`src/rtl/shift_and_subtract_binary_divider_if.sv`:
```
// shift_and_subtract_binary_divider_if: request/result bundle for the divider
// master drives start/A/B; slave returns Q/R/busy/done/div_by_zero.
interface shift_and_subtract_binary_divider_if #(
    parameter int m = 8,
    parameter int n = 8
);
    logic         start;
    logic [m-1:0] A;
    logic [n-1:0] B;
    logic [m-1:0] Q;
    logic [n-1:0] R;
    logic         busy;
    logic         done;
    logic         div_by_zero;
    modport master (output start, A, B, input Q, R, busy, done, div_by_zero);
    modport slave  (input start, A, B, output Q, R, busy, done, div_by_zero);
endinterface

```
`src/rtl/shift_and_subtract_binary_divider.sv`:
```
// shift_and_subtract_binary_divider: unsigned restoring divider, one quotient bit per cycle
// Ports: clk (rising edge), rst (async, active-low), bus (slave modport):
//   start/A/B in; Q/R results, busy (RUN/DONE), done (1-cycle pulse), div_by_zero.
// Option: define DIV_ZERO_DETECT_EN to short-cut B=0 straight to DONE with div_by_zero=1.
module shift_and_subtract_binary_divider #(
    parameter int m = 8,
    parameter int n = 8
) (
    input logic clk,
    input logic rst,
    shift_and_subtract_binary_divider_if.slave bus
);
    localparam int CW = (m > 1) ? $clog2(m) : 1;
    typedef enum logic [1:0] {IDLE, RUN, DONE} state_t;
    state_t        state;
    logic [m-1:0]  a_sh;
    logic [n-1:0]  b_r;
    logic [n-1:0]  rem;
    logic [n-1:0]  sub;
    logic [n-1:0]  rem_nxt;
    logic [n:0]    rs;
    logic [CW-1:0] cnt;
    logic          neg;
    // a_sh shifts dividend bits out of its MSB while quotient bits enter at the LSB
    always_comb begin
        rs      = {rem, a_sh[m-1]};
        neg     = rs < {1'b0, b_r};
        sub     = rs[n-1:0] - b_r;
        rem_nxt = neg ? rs[n-1:0] : sub;
    end
`ifdef DIV_ZERO_DETECT_EN
    logic dz;
    assign bus.div_by_zero = dz;
`else
    assign bus.div_by_zero = 1'b0;
`endif
    always_ff @(posedge clk or negedge rst) begin
        if (!rst) begin
            state    <= IDLE;
            a_sh     <= '0;
            b_r      <= '0;
            rem      <= '0;
            cnt      <= '0;
            bus.Q    <= '0;
            bus.R    <= '0;
            bus.busy <= 1'b0;
            bus.done <= 1'b0;
`ifdef DIV_ZERO_DETECT_EN
            dz       <= 1'b0;
`endif
        end else begin
            bus.done <= 1'b0;
            case (state)
                IDLE: if (bus.start) begin
                    a_sh     <= bus.A;
                    b_r      <= bus.B;
                    rem      <= '0;
                    cnt      <= '0;
                    bus.busy <= 1'b1;
                    state    <= RUN;
`ifdef DIV_ZERO_DETECT_EN
                    if (bus.B == '0) begin
                        state    <= DONE;
                        bus.done <= 1'b1;
                        bus.Q    <= '1;
                        bus.R    <= bus.A[n-1:0];
                        dz       <= 1'b1;
                    end
`endif
                end
                RUN: begin
                    a_sh <= {a_sh[m-2:0], ~neg};
                    rem  <= rem_nxt;
                    cnt  <= cnt + 1'b1;
                    if (cnt == CW'(m - 1)) begin
                        state    <= DONE;
                        bus.done <= 1'b1;
                        bus.Q    <= {a_sh[m-2:0], ~neg};
                        bus.R    <= rem_nxt;
                    end
                end
                DONE: begin
                    state    <= IDLE;
                    bus.busy <= 1'b0;
`ifdef DIV_ZERO_DETECT_EN
                    dz       <= 1'b0;
`endif
                end
                default: state <= IDLE;
            endcase
        end
    end
endmodule

```
`src/flat_wrapper.sv`:
```
// flat-port wrapper written by rule: the top's interface ports become plain ports
module shift_and_subtract_binary_divider_flat 
#(
    parameter int m = 8,
    parameter int n = 8
)
  (clk, rst, bus_start, bus_A, bus_B, bus_Q, bus_R, bus_busy, bus_done, bus_div_by_zero);
  shift_and_subtract_binary_divider_if #(.m(m), .n(n)) bus_i ();
  input logic clk;
  input logic rst;
  input wire logic [$bits(bus_i.start)-1:0] bus_start;
  input wire logic [$bits(bus_i.A)-1:0] bus_A;
  input wire logic [$bits(bus_i.B)-1:0] bus_B;
  output wire logic [$bits(bus_i.Q)-1:0] bus_Q;
  output wire logic [$bits(bus_i.R)-1:0] bus_R;
  output wire logic [$bits(bus_i.busy)-1:0] bus_busy;
  output wire logic [$bits(bus_i.done)-1:0] bus_done;
  output wire logic [$bits(bus_i.div_by_zero)-1:0] bus_div_by_zero;
  assign bus_i.start = bus_start;
  assign bus_i.A = bus_A;
  assign bus_i.B = bus_B;
  assign bus_Q = bus_i.Q;
  assign bus_R = bus_i.R;
  assign bus_busy = bus_i.busy;
  assign bus_done = bus_i.done;
  assign bus_div_by_zero = bus_i.div_by_zero;
  shift_and_subtract_binary_divider #(.m(m), .n(n)) u_core (.clk(clk), .rst(rst), .bus(bus_i));
endmodule
```
`config.mk`:
```
export PLATFORM = sky130hd
export DESIGN_NAME = shift_and_subtract_binary_divider_flat
export DESIGN_NICKNAME = d
export VERILOG_FILES = /design/src/rtl/shift_and_subtract_binary_divider_if.sv /design/src/rtl/shift_and_subtract_binary_divider.sv /design/src/flat_wrapper.sv
export SDC_FILE = /design/constraint.sdc
export NUM_CORES = 1
export LEC_CHECK = 0
export ABC_AREA = 1
export CAP_MARGIN = 20
export CORE_AREA = 5 5 108 90
export CTS_CLUSTER_SIZE = 20
export DETAILED_ROUTE_END_ITERATION = 8
export DIE_AREA = 0 0 113 95
export SETUP_SLACK_MARGIN = 0.05
export SLEW_MARGIN = 10
export SYNTH_ARGS = -nofsm -noshare
export SYNTH_HDL_FRONTEND = slang
export SYNTH_SLANG_ARGS = --single-unit
```
`constraint.sdc`:
```
create_clock -name clk -period 1.7 [get_ports clk]
set_input_delay 0.17 -clock clk [delete_from_list [all_inputs] [get_ports clk]]
set_output_delay 0.17 -clock clk [all_outputs]
set_load 0.01 [all_outputs]
```
# == Word level (Yosys, flattened, before mapping) ==
# Cells that the tools add are included.
# totals
ram_bits,0
regBits,47
input_bits,19
latchBits,0
mem_count,0
romBits,0
elab_cells,40
out_inout_bits,19
# classes
addsub,2
shifts,0
n_bitwise,1
n_mux,14
eq_ne,5
n_div,0
mul,0
n_reduce_logical,8
magnitude_cmp,1
# op_table
cell,n
8-bit one-hot mux with 2 select lines,2
8-bit 2-to-1 mux,3
2-bit AND reduction,5
9-bit by 8-bit < comparator with 1-bit output,1
8-bit subtractor,1
3-bit one-hot mux with 2 select lines,1
2-bit 2-to-1 mux,2
2-bit one-hot mux with 2 select lines,1
2-bit nonzero test,2
3-bit by 1-bit adder with 3-bit output (second input constant),1
3-bit == test (second input constant),1
1-bit 2-to-1 mux,3
3-bit 2-to-1 mux,1
2-bit by 1-bit == test with 1-bit output (second input constant),1
2-bit == test (second input constant),1
2-bit zero test,1
2-bit by 1-bit != test with 1-bit output (second input constant),1
2-bit != test (second input constant),1
1-bit one-hot mux with 2 select lines,1
1-bit NOT,1

# == Depth between registers and ports, before layout ==
# Gate-level depths: netlist (run 1).
# depth
word_depth,3
mapped_depth,13
mapped_depth_nobuf,13

# == Least setup slack after synthesis (run 1) ==
# Ideal clock, no wire load.
# synth_timing
path_kind,flip-flop to flip-flop
startpoint,reg u_core.rem[3]
endpoint,reg u_core.bus.R[5]
required_ns,1.582
arrival_time_ns,1.555
slack_ns,0.027
synth_period_minus_slack_ns,1.673
setup_ns,0.118
path_stages_with_launch,13
path_buffers,1
cell_sequence,dfrtp_1 -> ha_1 -> nand2_2 -> inv_1 -> nand2_1 -> nand2_1 -> nand2_1 -> nand3_2 -> buf_6 -> nand3_2 -> nand2_1 -> nand2_1 -> nand2_1
# synth_between
elab_chain_len,2
word_cells_on_any_way,3
# synth_rtl
item,line,rtl
"start, declared",shift_and_subtract_binary_divider.sv:18,logic [n-1:0] rem;
"start signal, assigned",shift_and_subtract_binary_divider.sv:73,rem <= rem_nxt;
8-bit subtractor / 9-bit by 8-bit < comparator with 1-bit output (equally long branches),"shift_and_subtract_binary_divider.sv:28, shift_and_subtract_binary_divider.sv:27",
8-bit 2-to-1 mux *,shift_and_subtract_binary_divider.sv:29,rem_nxt = neg ? rs[n-1:0] : sub;
"end signal, assigned",shift_and_subtract_binary_divider.sv:79,bus.R <= rem_nxt;
"end, declared",shift_and_subtract_binary_divider_if.sv:16,"modport slave (input start, A, B, output Q, R, busy, done, div_by_zero);"
# Mark *: on every way between the ends. The rest lies on a longest branch, timed or not.
# A chain may end at the register's enable or synchronous reset.

# == Final worst setup path (run 1) ==
# layout_timing
startpoint,reg u_core.b_r[0]
endpoint,reg u_core.bus.R[6]
# layout_between
elab_chain_len,2
word_cells_on_any_way,3
# layout_rtl
item,line,rtl
"start, declared",shift_and_subtract_binary_divider.sv:17,logic [n-1:0] b_r;
"start signal, assigned",shift_and_subtract_binary_divider.sv:56,b_r <= bus.B;
8-bit subtractor / 9-bit by 8-bit < comparator with 1-bit output (equally long branches),"shift_and_subtract_binary_divider.sv:28, shift_and_subtract_binary_divider.sv:27",
8-bit 2-to-1 mux *,shift_and_subtract_binary_divider.sv:29,
# Marks and branches as above.

==> results by group, run 1 <==
Global route
  – Gr ovfl total: 0
  – Vias in the first global route: 2016
  – First-pass GRT wire length: 9.570 mm
  – Largest net degree at the start of global routing: 48
  – Gr usage total: 11.21%
  – Antenna violations before repair: 0

Clock network
  – H-tree Lvls: 2
  – Cts bufs inserted: 5
  – Worst skew pair latency: 0.31 ns
  – TritonCTS clock tree: done
  – Clock sinks: between 40 and 50
  – Root Driver: clkbuf_8
  – Clk slew on worst S/H paths: 0.09 ns
  – Clock buffer depth: 2

Routing
  – Post-route ant nets: 0
  – Post-route DRC: 0
  – Via count: 2074
  – Drt wl/cell: approximately 13 microns
  – Via/cell ratio: 4.394
  – DRT iter0 DRCs: 81
  – DRT Pass-1 Iters: 4
  – Total Wirelength: roughly 6.0 mm

Timing
  – Fin crit share: 99.19%
  – Final Max Slew Viols: 0
  – Hold Slack: 0.3668 ns
  – Skew final: around 0.0091 ns
  – Setup Viol. Count Final: 0
  – Maximum clock frequency: 0.5930 GHz
  – Unrepaired setup endpoints after global routing: true
  – Setup ws final: roughly 0.014 ns
  – Fin. Hold Viols: 0
  – Fin crit period: between 1.5 and 2 ns

Synthesis
  – Top_reg_cell synth: dfrtp_1
  – Gate Count Post-Synth: 284
  – Top-count cell post-synth: nand2_1
  – Synth top area share: 49.21%
  – Seq/Total Area, Yosys: 49.21%
  – Synth async-reset ratio: 100.0%
  – Post-Syn Area: 2390 sq um
  – Synth top area cells: dfrtp_1 (49%), nand2_1 (14%), ha_1 (5.2%)
  – Yosys warns: 0
  – Yosys reg bits: 47
  – Post-synthesis mux area share: 0.4712%
  – Synth cell types: 31
  – Syn nets: 314
  – Post-Syn Area per Cell: 8.415 sq um
  – Post-synthesis compound-gate area fraction: 11.73%
  – Adder-Cell Fraction of Synth Area: under 10%
  – Simple logic cell fraction of the synthesized area: 23.98%
  – Synth cell count leaders: nand2_1 (87), dfrtp_1 (47), inv_1 (32), a21oi_1 (18), o21ai_0 (17)
  – Post-synth EDFFs: 0
  – Synth area leader: dfrtp_1
  – Largest family of logic cells by synthesized area: simple AND/OR/NAND/NOR gates
  – Post-synthesis xor/xnor area fraction: 0.7330%

Power
  – PD cells: between 2000 and 2500 nW/um^2
  – Maximum VDD drop: 0.0008442 V
  – Leakage: between 1.5 and 2 nW
  – Final Total Pwr: 7.975 mW

Setup path
  – Crit. End Element: flop
  – Crit start category: flop
  – Worst Setup Path Type: reg -> reg
  – CP arrival: 1.89 ns
  – CP Max Fanout: 2
  – R2R setup slack: roughly 0.014 ns
  – CP Data Required Time: 1.90 ns

Job
  – Max Cap Violations: 0

Placed design
  – DP HPWL: ~4.2 mm
  – Placed Cells: 453
  – IO Port Bufs: 36
  – Pre-CTS WS: -0.05567 ns
  – Post-placement cell area: 3072 sq um
  – Routability-driven placement congestion ratio: 0.8478

Min path
  – Hold WC Path Type: in -> async

Outcome
  – Status: finished clean

Final layout
  – Fin cells: 472
  – Net count, final: around 390
  – Synth-to-layout area growth: 47.07%
  – Design Area, Final: about 3500 sq um
  – Ant. Diodes: 0
  – Share of layout cells above drive strength 1: 30.81%

Floorplan
  – Core Rows: 31
  – Die ar.: ~11000 sq um
  – Core area: 8650 sq um
  – Die X: about 110 microns
  – Initial Utilization: 27.63%
  – Ports: 38
  – Die Ht: approximately 95 microns
cell type report:
cell class / count / area, sq um
clock buffer: 5 / 68.82
sequential: 47 / 1176
tap: 115 / 143.9
inverter: 36 / 135.1
clock inverter: 3 / 22.52
timing repair buffer: 74 / 689.4
fill: 862 / 5135
multi-input combinational: 192 / 1279
cell usage in the layout, fill, tap and decap left out, types with 2 or more instances in the layout:
cell type,n
a21oi_2,2
dfrtp_1,47
nand2_1,66
clkbuf_8,5
nor2_1,10
ha_1,2
buf_12,2
a21oi_1,16
inv_2,11
nand2_2,17
nand3b_1,4
o21ai_0,17
nand3_1,3
nor2_4,4
nand2_4,5
ha_4,8
nand4_1,6
o21ai_1,9
nand3_2,9
inv_1,24
a22o_1,2
buf_4,33
clkdlybuf4s50_1,35
per-layer routing:
layer | vias to the layer above | GRT usage (%) | routed length (microns)
met5 | - | 0 | 0
met4 | 0 | 2.503 | 48
met3 | 4 | 3.523 | 320
met2 | 40 | 17.36 | 2805
met1 | 979 | 15.41 | 2872
li1 | 1051 | - | -
stage by stage:
step	TNS, ns	utilization [%]
after floorplan	0	-
after global placement	-0.04058	35.51
after detailed placement	-0.1856	35.51
after CTS	0	37.96
after global routing	-0.6373	40.63
final	0	40.63
critical path, stage by stage, from the launching register on:
cell and delay, ns:
dfrtp_1 0.42, ha_4 0.18, fa_2 0.37, inv_2 0.06
nand2_2 0.05, nand2_2 0.06, nand3b_1 0.09, nand2_1 0.07
nand2_1 0.05, nand3_2 0.06, nand2_2 0.06, nand2_2 0.06
nand2_2 0.05
path summary, 6_finish.rpt:
check,from,endpoint,cells after the start
min in group clk,bus_B[7],u_core.b_r[7],3
max in group asynchronous,rst,u_core.b_r[6],3
setup / recovery,u_core.b_r[0],u_core.bus.R[6],12
hold reg to reg,u_core.bus.R[3],u_core.bus.R[3],2
setup reg to reg,u_core.b_r[0],u_core.bus.R[6],12
hold / removal,rst,u_core.rem[7],3
cells by family after synthesis:
family                   Yosys count
XOR/XNOR                           2
buffers and inverters             45
AND/OR/NAND/NOR                  127
multiplexers                       1
adder cells (fa/ha/maj)           11
other                              1
flip-flops                        47
AO/OA/AOI/OAI                     50
state kept, by name, indices dropped and copies added, names as in the netlist:
signal	count
u_core.bus.busy	1
u_core.state	2
u_core.bus.R	8
u_core.rem	8
u_core.a_sh	8
u_core.bus.done	1
u_core.cnt	3
u_core.b_r	8
u_core.bus.Q	8
what timing repair did:
action | in CTS | in global routing
gates resized for setup | 12 | 45
setup buffers | 5 | 4
hold buffers | 1 | 0
setup endpoints to repair | 16 | 17
gates cloned | 0 | 1
pin swaps | 9 | 10
hold endpoints to repair | 47 | 0
where the power goes:
group	internal (mW)	total (mW)	switching (mW)
combinational	2.58	5.30	2.71
sequential	1.66	1.97	0.311
clock	0.295	0.703	0.408
Note: power is estimated with default switching activity, not from simulation.
==> inputs of run 2 (changes only) <==
==> constraint.sdc (replaced) <==
create_clock -name clk -period 1.7 [get_ports clk]
set_input_delay 0.17 -clock clk [delete_from_list [all_inputs] [get_ports clk]]
set_output_delay 0.17 -clock clk [all_outputs]
set_load 0.005 [all_outputs]
==> results of run 2 <==
Same layout as run 1 (identical final DEF). Status: finished clean.
Main changes from that run: total power 7.975 mW -> 7.897 mW; worst IR drop on VDD 0.0008442 V -> 0.0008438 V
